### src/rtl/multicycle_datapath_pkg.sv
// Shared constants for the multi-cycle 8-bit-instruction CPU core:
// opcode/funct encodings, FSM state encoding and instruction field positions.
package multicycle_datapath_pkg;

  localparam logic [1:0] OP_ALU  = 2'b00;
  localparam logic [1:0] OP_ADDI = 2'b01;
  localparam logic [1:0] OP_LW   = 2'b10;
  localparam logic [1:0] OP_SW   = 2'b11;

  localparam logic [1:0] FN_ADD = 2'b00;
  localparam logic [1:0] FN_SUB = 2'b01;
  localparam logic [1:0] FN_AND = 2'b10;
  localparam logic [1:0] FN_OR  = 2'b11;

  localparam logic [2:0] S_FETCH  = 3'd0;
  localparam logic [2:0] S_DECODE = 3'd1;
  localparam logic [2:0] S_EXEC   = 3'd2;
  localparam logic [2:0] S_MEM    = 3'd3;
  localparam logic [2:0] S_WB     = 3'd4;

  typedef enum logic [2:0] {
    ST_FETCH  = S_FETCH,
    ST_DECODE = S_DECODE,
    ST_EXEC   = S_EXEC,
    ST_MEM    = S_MEM,
    ST_WB     = S_WB
  } state_e;

  localparam int OP_MSB  = 7;
  localparam int OP_LSB  = 6;
  localparam int RS_MSB  = 5;
  localparam int RS_LSB  = 4;
  localparam int RT_MSB  = 3;
  localparam int RT_LSB  = 2;
  localparam int IMM_MSB = 1;
  localparam int IMM_LSB = 0;

  localparam int NUM_REGS = 4;

endpackage

### src/rtl/multicycle_datapath_alu.sv
// Combinational ALU for the multi-cycle core: add, sub, and, or on DATA_W-bit
// operands, all arithmetic modulo 2^DATA_W.
module mcdp_alu
  import multicycle_datapath_pkg::*;
#(
  parameter int DATA_W = 8
) (
  input  logic [DATA_W-1:0] a,
  input  logic [DATA_W-1:0] b,
  input  logic [1:0]        fn,
  output logic [DATA_W-1:0] y
);

  always_comb begin
    y = '0;
    case (fn)
      FN_ADD:  y = a + b;
      FN_SUB:  y = a - b;
      FN_AND:  y = a & b;
      FN_OR:   y = a | b;
      default: y = '0;
    endcase
  end

endmodule

### src/rtl/multicycle_datapath.sv
// Multi-cycle CPU core: FETCH/DECODE/EXEC/MEM/WB sequencing over external
// handshaked instruction and data memories. MULTICYCLE_DATAPATH_PERF_EN adds perf counters.
module multicycle_datapath
  import multicycle_datapath_pkg::*;
#(
  parameter int DATA_W = 8,
  parameter int PC_W   = 8
) (
  input  logic              clk,
  input  logic              reset,
  input  logic              enable,
  output logic              imem_req,
  output logic [PC_W-1:0]   imem_addr,
  input  logic              imem_ready,
  input  logic [7:0]        imem_rdata,
  output logic              dmem_req,
  output logic              dmem_we,
  output logic [DATA_W-1:0] dmem_addr,
  output logic [DATA_W-1:0] dmem_wdata,
  input  logic              dmem_ready,
  input  logic [DATA_W-1:0] dmem_rdata,
  output logic [PC_W-1:0]   pc_out_addr,
  output logic [7:0]        inst,
  output logic [DATA_W-1:0] result,
  output logic [DATA_W-1:0] readData1,
  output logic [DATA_W-1:0] readData2,
  output logic              retire
`ifdef MULTICYCLE_DATAPATH_PERF_EN
  ,
  output logic [31:0]       perf_cycles,
  output logic [31:0]       perf_retired
`endif
);

  state_e            state_q, state_d;
  logic [PC_W-1:0]   pc_q, pc_d;
  logic [7:0]        ir_q, ir_d;
  logic [DATA_W-1:0] a_q, a_d;
  logic [DATA_W-1:0] b_q, b_d;
  logic [DATA_W-1:0] result_q, result_d;
  logic [DATA_W-1:0] mdr_q, mdr_d;
  logic [DATA_W-1:0] rf_q [NUM_REGS];
  logic [DATA_W-1:0] rf_d [NUM_REGS];
  logic              retire_q, retire_d;

  logic [1:0]        opcode_s;
  logic [1:0]        rs_s;
  logic [1:0]        rt_s;
  logic [1:0]        funct_s;
  logic [DATA_W-1:0] imm_ext_s;
  logic [DATA_W-1:0] alu_a_s, alu_b_s, alu_y_s;
  logic [1:0]        alu_fn_s;

  assign opcode_s  = ir_q[OP_MSB:OP_LSB];
  assign rs_s      = ir_q[RS_MSB:RS_LSB];
  assign rt_s      = ir_q[RT_MSB:RT_LSB];
  assign funct_s   = ir_q[IMM_MSB:IMM_LSB];
  assign imm_ext_s = {{(DATA_W-2){1'b0}}, ir_q[IMM_MSB:IMM_LSB]};

  // ADDI adds imm to A; loads and stores form their address from B + imm.
  always_comb begin
    alu_a_s  = a_q;
    alu_b_s  = b_q;
    alu_fn_s = FN_ADD;
    case (opcode_s)
      OP_ALU: begin
        alu_b_s  = b_q;
        alu_fn_s = funct_s;
      end
      OP_ADDI: alu_b_s = imm_ext_s;
      OP_LW, OP_SW: begin
        alu_a_s = b_q;
        alu_b_s = imm_ext_s;
      end
      default: alu_fn_s = FN_ADD;
    endcase
  end

  mcdp_alu #(.DATA_W(DATA_W)) u_alu (
    .a  (alu_a_s),
    .b  (alu_b_s),
    .fn (alu_fn_s),
    .y  (alu_y_s)
  );

  always_comb begin
    state_d  = state_q;
    pc_d     = pc_q;
    ir_d     = ir_q;
    a_d      = a_q;
    b_d      = b_q;
    result_d = result_q;
    mdr_d    = mdr_q;
    rf_d     = rf_q;
    retire_d = 1'b0;
    case (state_q)
      ST_FETCH: begin
        if (enable && imem_ready) begin
          ir_d    = imem_rdata;
          state_d = ST_DECODE;
        end else begin
          state_d = ST_FETCH;
        end
      end
      ST_DECODE: begin
        a_d     = rf_q[rs_s];
        b_d     = rf_q[rt_s];
        state_d = ST_EXEC;
      end
      ST_EXEC: begin
        result_d = alu_y_s;
        if (opcode_s == OP_LW || opcode_s == OP_SW) begin
          state_d = ST_MEM;
        end else begin
          state_d = ST_WB;
        end
      end
      ST_MEM: begin
        // Request, address and data are registers, so they hold across wait states.
        if (dmem_ready) begin
          if (opcode_s == OP_SW) begin
            retire_d = 1'b1;
            pc_d     = pc_q + PC_W'(1);
            state_d  = ST_FETCH;
          end else begin
            mdr_d    = dmem_rdata;
            state_d  = ST_WB;
          end
        end else begin
          state_d = ST_MEM;
        end
      end
      ST_WB: begin
        if (opcode_s == OP_LW) begin
          rf_d[rs_s] = mdr_q;
        end else begin
          rf_d[rs_s] = result_q;
        end
        retire_d = 1'b1;
        pc_d     = pc_q + PC_W'(1);
        state_d  = ST_FETCH;
      end
      default: state_d = ST_FETCH;
    endcase
  end

  always_ff @(posedge clk) begin
    if (reset) begin
      state_q  <= ST_FETCH;
      pc_q     <= '0;
      ir_q     <= 8'h00;
      a_q      <= '0;
      b_q      <= '0;
      result_q <= '0;
      mdr_q    <= '0;
      retire_q <= 1'b0;
      for (int i = 0; i < NUM_REGS; i++) begin
        rf_q[i] <= '0;
      end
    end else begin
      state_q  <= state_d;
      pc_q     <= pc_d;
      ir_q     <= ir_d;
      a_q      <= a_d;
      b_q      <= b_d;
      result_q <= result_d;
      mdr_q    <= mdr_d;
      retire_q <= retire_d;
      rf_q     <= rf_d;
    end
  end

  // Requests are masked by reset so nothing is issued during the reset cycle.
  assign imem_req    = (state_q == ST_FETCH) && enable && !reset;
  assign imem_addr   = pc_q;
  assign dmem_req    = (state_q == ST_MEM) && !reset;
  assign dmem_we     = (state_q == ST_MEM) && (opcode_s == OP_SW);
  assign dmem_addr   = result_q;
  assign dmem_wdata  = a_q;
  assign pc_out_addr = pc_q;
  assign inst        = ir_q;
  assign result      = result_q;
  assign readData1   = a_q;
  assign readData2   = b_q;
  assign retire      = retire_q;

`ifdef MULTICYCLE_DATAPATH_PERF_EN
  logic [31:0] perf_cycles_q, perf_cycles_d;
  logic [31:0] perf_retired_q, perf_retired_d;

  always_comb begin
    perf_cycles_d  = perf_cycles_q + 32'd1;
    perf_retired_d = perf_retired_q + (retire_d ? 32'd1 : 32'd0);
  end

  always_ff @(posedge clk) begin
    if (reset) begin
      perf_cycles_q  <= 32'd0;
      perf_retired_q <= 32'd0;
    end else begin
      perf_cycles_q  <= perf_cycles_d;
      perf_retired_q <= perf_retired_d;
    end
  end

  assign perf_cycles  = perf_cycles_q;
  assign perf_retired = perf_retired_q;
`endif

endmodule

### config.mk
export PLATFORM = sky130hd
export DESIGN_NAME = multicycle_datapath
export DESIGN_NICKNAME = d
export VERILOG_FILES = /design/src/rtl/multicycle_datapath_pkg.sv /design/src/rtl/multicycle_datapath_alu.sv /design/src/rtl/multicycle_datapath.sv
export SDC_FILE = /design/constraint.sdc
export NUM_CORES = 1
export LEC_CHECK = 0
export ABC_CLOCK_PERIOD_IN_PS = 7450
export CAP_MARGIN = 20
export CORE_MARGIN = 2
export CORE_UTILIZATION = 31
export CTS_CLUSTER_SIZE = 14
export DETAILED_ROUTE_END_ITERATION = 10
export GPL_TIMING_DRIVEN = 1
export PLACE_DENSITY = 0.61
export SLEW_MARGIN = 20
export SYNTH_ARGS = -nofsm -noshare
export SYNTH_HDL_FRONTEND = slang
export SYNTH_SLANG_ARGS = --single-unit
### constraint.sdc
create_clock -name clk -period 7.45 [get_ports clk]
set_input_delay 0.745 -clock clk [delete_from_list [all_inputs] [get_ports clk]]
set_output_delay 0.745 -clock clk [all_outputs]
set_load 0.01 [all_outputs]
# Yosys cells after proc, flatten, opt, wreduce, memory -nomap -nowiden
# Index checks and enable logic that the tools add are counted.
[word_totals]
register_bits = 84
latchBits = 0
ramBits = 0
mem_bits_ro = 0
in_bits = 21
output_inout_bits = 68
n_memories = 0
[classes]
n_addsub = 3
multipliers = 0
div_mod_pow = 0
n_lt_le_gt_ge = 3
eq_ne = 12
n_shift = 0
n_mux = 26
bitwise = 5
n_reduce_logical = 17
[ops]
columns = ["cell", "count"]
rows = [
  ["32-bit bitwise mux", 2],
  ["8-bit 2-to-1 mux", 8],
  ["8-bit binary-select mux with 2-bit select", 2],
  ["32-bit 2-to-1 mux", 1],
  ["8-bit case mux with 2 select lines", 2],
  ["8-bit case mux with 4 select lines", 1],
  ["8-bit demux with 2-bit select", 1],
  ["3-bit case mux with 4 select lines", 1],
  ["3-bit 2-to-1 mux", 3],
  ["8-bit by 1-bit adder with 8-bit output, second input constant", 1],
  ["8-bit adder", 1],
  ["8-bit bitwise AND", 1],
  ["2-bit equality test, second input constant", 4],
  ["8-bit bitwise OR", 1],
  ["8-bit subtractor", 1],
  ["3-bit by 2-bit equality test with 1-bit output, second input constant", 2],
  ["3-bit >= comparator, second input constant", 2],
  ["1-bit logical AND", 6],
  ["2-bit inverter with 3-bit output", 2],
  ["3-bit AND reduction", 2],
  ["2-bit by 1-bit equality test with 1-bit output, second input constant", 2],
  ["2-bit logical NOT", 2],
  ["2-bit != test, second input constant", 2],
  ["3-bit by 1-bit equality test with 1-bit output, second input constant", 1],
  ["other kinds (13)", 15],
]

# Longest topological paths before layout
[logic_depth]
depth_word = 7
depth_mapped = 13
mapped_depth_nobuf = 12

# By module
# A second synthesis with hierarchy kept.
[unflattened]
hier_cells = 504
area_unflattened_um2 = 4675.7
[modules_own_cells]
columns = ["module", "instances", "cells_each", "area_each_um2"]
rows = [
  ["multicycle_datapath", 1, 404, 3933.8],
  ["mcdp_alu", 1, 100, 742.0],
]

# Least setup slack after synthesis
# Ideal clock, no wire load.
[synth_path]
path_type = "reg2reg"
from = "reg ir_q[7] (netlist: inst[7])"
to = "reg result_q[6] (netlist: dmem_addr[6])"
setup_ns = 0.131
t_arrival_ns = 2.700
required_ns = 7.319
setup_slack_ns = 4.620
stages_incl_launch_ff = 13
n_path_buf = 2
synth_period_minus_slack_ns = 2.830
cell_sequence = "dfxtp_1 > buf_2 > buf_1 > mux2i_1 > ha_1 > inv_1 > fa_1 > a21o_1 > a21oi_1 > o21bai_1 > a21oi_1 > xor2_1 > o22ai_1"
[synth_between]
elab_chain_len = 5
elab_cells_between_ends = 18
cone_classes = "add/sub: 2; eq/ne: 6; mux: 4; bitwise: 2; reduce/logical: 4"
[synth_rtl]
columns = ["item", "line", "text"]
rows = [
  ["start, declared", "multicycle_datapath.sv:37", "logic [7:0] ir_q, ir_d;"],
  ["start signal, assigned", "multicycle_datapath.sv:163", "ir_q <= ir_d;"],
  ["2-bit equality test / 2-bit by 1-bit equality test with 1-bit output (equally long branches)", "multicycle_datapath.sv:65", "case (opcode_s)"],
  ["3-bit OR reduction (no line) / 2-bit OR reduction (equally long branches)", "-", ""],
  ["8-bit case mux with 2 select lines / 8-bit 2-to-1 mux (equally long branches)", "multicycle_datapath.sv:65", ""],
  ["8-bit subtractor, or another cell as far along", "multicycle_datapath_alu.sv:18", "FN_SUB: y = a - b;"],
  ["8-bit case mux with 4 select lines (*)", "multicycle_datapath_alu.sv:16", "case (fn)"],
  ["end signal, assigned", "multicycle_datapath.sv:166", "result_q <= result_d;"],
  ["end, declared", "multicycle_datapath.sv:40", "logic [DATA_W-1:0] result_q, result_d;"],
]
# Mark *: on every way between the ends. The rest lies on a longest branch, timed or not.
# A chain may end at the register's enable or synchronous reset.

# Final worst setup path
[layout_path]
from = "reg ir_q[7] (netlist: inst[7])"
to = "reg result_q[3] (netlist: dmem_addr[3])"
# The elaborated chain is that of the path after synthesis.

==> reports/results.tsv <==
stage	metric	value	unit
status	status	complete, no violations	
yosys	syn_area_per_cell	9.054	um2
run	cap_violations	0	
floorplanning	ioPinCount	89	
yosys	synthesis.area	0.004527	mm2
global_routing	grt_max_degree	85	
detailed_routing	dr.first_iter.drc_count	244	
setup_path	cp_num_cells	10	
floorplanning	die_h	124.8	um
floorplanning	fp.dieW	124.8	um
yosys	synth_nets	533	
detailed_routing	dr.pass1.iters	4	
layout	n_antenna_cell	0	
sta	slew_viol_final	0	
yosys	synth_compound_area_share	14.10	%
clock_tree	clk_pin_slew	0.06	ns
floorplanning	core_area	0.01442	mm2
setup_path	end_kind	flop	
clock_tree	cts_buffers	9	
sta	rsz0062_at_grt	no	
setup_path	r2r_start	inst[7]	
setup_path	cp_cell_sequence	nor2_4, a21oi_1, ha_1, mux2i_1, ha_1, nor2b_1, o21a_1, or3_1, a311oi_1, nor3_1	
setup_path	criticalPathCategory	flop to flop	
yosys	yosysWarnings	0	
sta	finalClockSkew	0.006732	ns
clock_tree	root_buffer	clkbuf_16	
clock_tree	clkLatencyLatePin	0.33	ns
yosys	synth.distinct_cells	53	
sta	final-hold-violation-count	0	
yosys	yosysMostFrequentCell	dfxtp_1	
setup_path	critPathSlowestCell	dfxtp_1	
floorplanning	dieArea	0.01559	mm2
sta	hold_slack	0.4956	ns
pwr	p_per_area	182.8	mW/mm2
yosys	synth_top_cells_by_count	dfxtp_1, nor2_1, nand2_1	
global_routing	grt_use_total	15.03	%
global_routing	grt_pass1_vias	3612	
yosys	synthAdderAreaFrac	3.925	%
yosys	synthSimpleGateAreaFrac	17.52	%
clock_tree	clk_path_buf_depth	2	
yosys	synth_edf_count	0	
sta	fin_setup_tns	0	ns
detailed_routing	via_count	3723	
min_path	holdCritPathClass	flop to flop	
detailed_routing	drt_drc_violations_left	0	
global_routing	grt_pass1_wl	18.91	mm
detailed_routing	wirelength	11.64	mm
clock_tree	cts_setup_buffers	0	
layout	fin_nets	577	
setup_path	critPathMaxFanout	23	
sta	timing.slew.headroom	34.67	%
pwr	fin_total_pwr	1.025	mW
pwr	leakage	1.933	nW
sta	worst_pin_slew	0.9786	ns
setup_path	critPathLaunchType	flop	
yosys	ys.flop_type	dfxtp_1	
clock_tree	cts_tree	built	
setup_path	arrival	3.53	ns
placed_design	place_congestion	0.8300	
setup_path	required	7.62	ns
detailed_routing	viasPerCell	5.086	
setup_path	crit_end	dmem_addr[3]	
layout	postLayoutCoreUtil	38.89	%
global_routing	grt_overflow	0	
yosys	ys_ff_latch	84	
setup_path	cp_top_family	flip-flops	
pwr	max-vdd-ir-drop	0.09231	mV
sta	period_minus_slack	3.363	ns
detailed_routing	final_antenna_net_count	0	
clock_tree	cts.sinks	84	
sta	fin_crit_sh	45.14	%
clock_tree	htree_levels	3	
setup_path	cpPeakStageDelay	0.96	ns
layout	drive_above_1_share	8.577	%
clock_tree	cts-hold-fix-buffers	0	
yosys	synth-xor-area-share	2.709	%
global_routing	antenna_found_initial	0	
yosys	synth_top_area_share	37.15	%
setup_path	setup.worst_path.start	inst[7]	
setup_path	reg2reg_depth	10	
yosys	async_flop_share	0	%
detailed_routing	post_drt_wl_per_cell	15.90	um
yosys	synthCells	500	
floorplanning	placementRows	44	
floorplanning	initial_core_util	31.38	%
sta	setup_viol	0	
yosys	synth.area.top_cells	dfxtp_1, mux4_2, mux2i_1, nor2_1, a211oi_1	
placed_design	dp_hpwl	8.460	mm
layout	synthToLayoutAreaGrowth	23.91	%
yosys	synth_top_family_by_area	simple AND/OR/NAND/NOR gates	
setup_path	path_buf_inv	0	
clock_tree	cts_resized	0	
yosys	seq_area_frac_synth	37.15	%
yosys	synth_top_area_cell	dfxtp_1	
setup_path	cp_common_cell	ha_1	
setup_path	timing.rr.end	dmem_addr[3]	
placed_design	io_buffer_count	88	
yosys	synthMuxAreaShare	16.53	%
setup_path	r2r_slack	4.09	ns
sta	fmaxAchievable	297.3	MHz
## cell type report
cell class	instances	area, um2
Tap cell	184	230.2
Timing Repair Buffer	90	890.9
Inverter	7	26.28
Multi-Input combinational cell	352	2480
Sequential cell	84	1682
Clock buffer	13	240.2
Clock inverter	2	60.06
Fill cell	1402	8815
## stage by stage
stage / cells / instance area, um2 / setup WS [ns]
finish: 732 / 5609 / 4.087
global route: 732 / 5609 / 3.742
CTS: 732 / 5609 / 4.088
detailed placement: 717 / 5309 / 4.100
global placement: 717 / 5309 / 4.180
floorplan: 500 / 4527 / 4.620
## kinds of logic after synthesis
group                    Yosys count
multiplexers                      54
XOR/XNOR                          14
AO/OA/AOI/OAI                     97
buffers and inverters             64
AND/OR/NAND/NOR                  173
flip-flops                        84
adder cells (fa/ha/maj)           14
## per-layer routing
layer | wire, um | track usage (%) | vias to the layer above
met5 | 0 | 0 | -
met3 | 522 | 2.921 | 23
met2 | 5669 | 25.49 | 97
met1 | 5054 | 18.26 | 1762
met4 | 393 | 7.320 | 0
li1 | - | - | 1841
## state kept, by name (all words and copies together) (netlist names)
| name | flops |
|---|---|
| state_q | 3 |
| retire | 1 |
| readData2 | 8 |
| dmem_addr | 8 |
| rf_q | 32 |
| inst | 8 |
| dmem_wdata | 8 |
| imem_addr | 8 |
| mdr_q | 8 |
## cell usage in the layout (no fill, tap or decap), types with 3 or more instances in the layout
cell / synthesis / routed
ha_1: 11 / 11
o21a_1: 3 / 3
nor3_1: 10 / 10
xor2_1: 8 / 8
o211ai_1: 4 / 4
a211oi_1: 33 / 33
and3_1: 3 / 3
o21bai_1: 3 / 3
dfxtp_1: 84 / 84
mux2_2: 6 / 6
clkdlybuf4s50_1: 0 / 87
nor2b_1: 4 / 4
nand3_1: 4 / 4
and2_1: 3 / 3
a21oi_1: 36 / 36
o21ai_0: 5 / 5
mux4_2: 16 / 16
xnor2_1: 6 / 6
mux2i_1: 32 / 32
nor4_1: 3 / 3
nor2_1: 72 / 72
clkbuf_1: 15 / 4
clkbuf_16: 0 / 9
nand2_1: 57 / 57
inv_1: 7 / 7
## how the worst min path moves through the flow
stage | from | end | slack (ns) | cells past startpoint
after floorplan | mdr_q[0] | mdr_q[0] | 0.46 | 2
after global placement | mdr_q[0] | mdr_q[0] | 0.48 | 2
after detailed placement | mdr_q[1] | mdr_q[1] | 0.49 | 2
after CTS | mdr_q[1] | mdr_q[1] | 0.50 | 2
after global routing | rf_q[15] | rf_q[15] | 0.53 | 2
final | mdr_q[7] | mdr_q[7] | 0.50 | 2
## worst reg2reg max path, stage by stage (launching register included)
cell and delay [ns]:
dfxtp_1 0.96, nor2_4 0.17, a21oi_1 0.31, ha_1 0.28, mux2i_1 0.23, ha_1 0.28, nor2b_1 0.14, o21a_1 0.17
or3_1 0.31, a311oi_1 0.27, nor3_1 0.07
## power breakdown
part	switching, mW	internal (mW)
clock	0.163	0.292
combinational	0.0478	0.0483
sequential	0.0180	0.455
(Power assumes the default switching activity.)
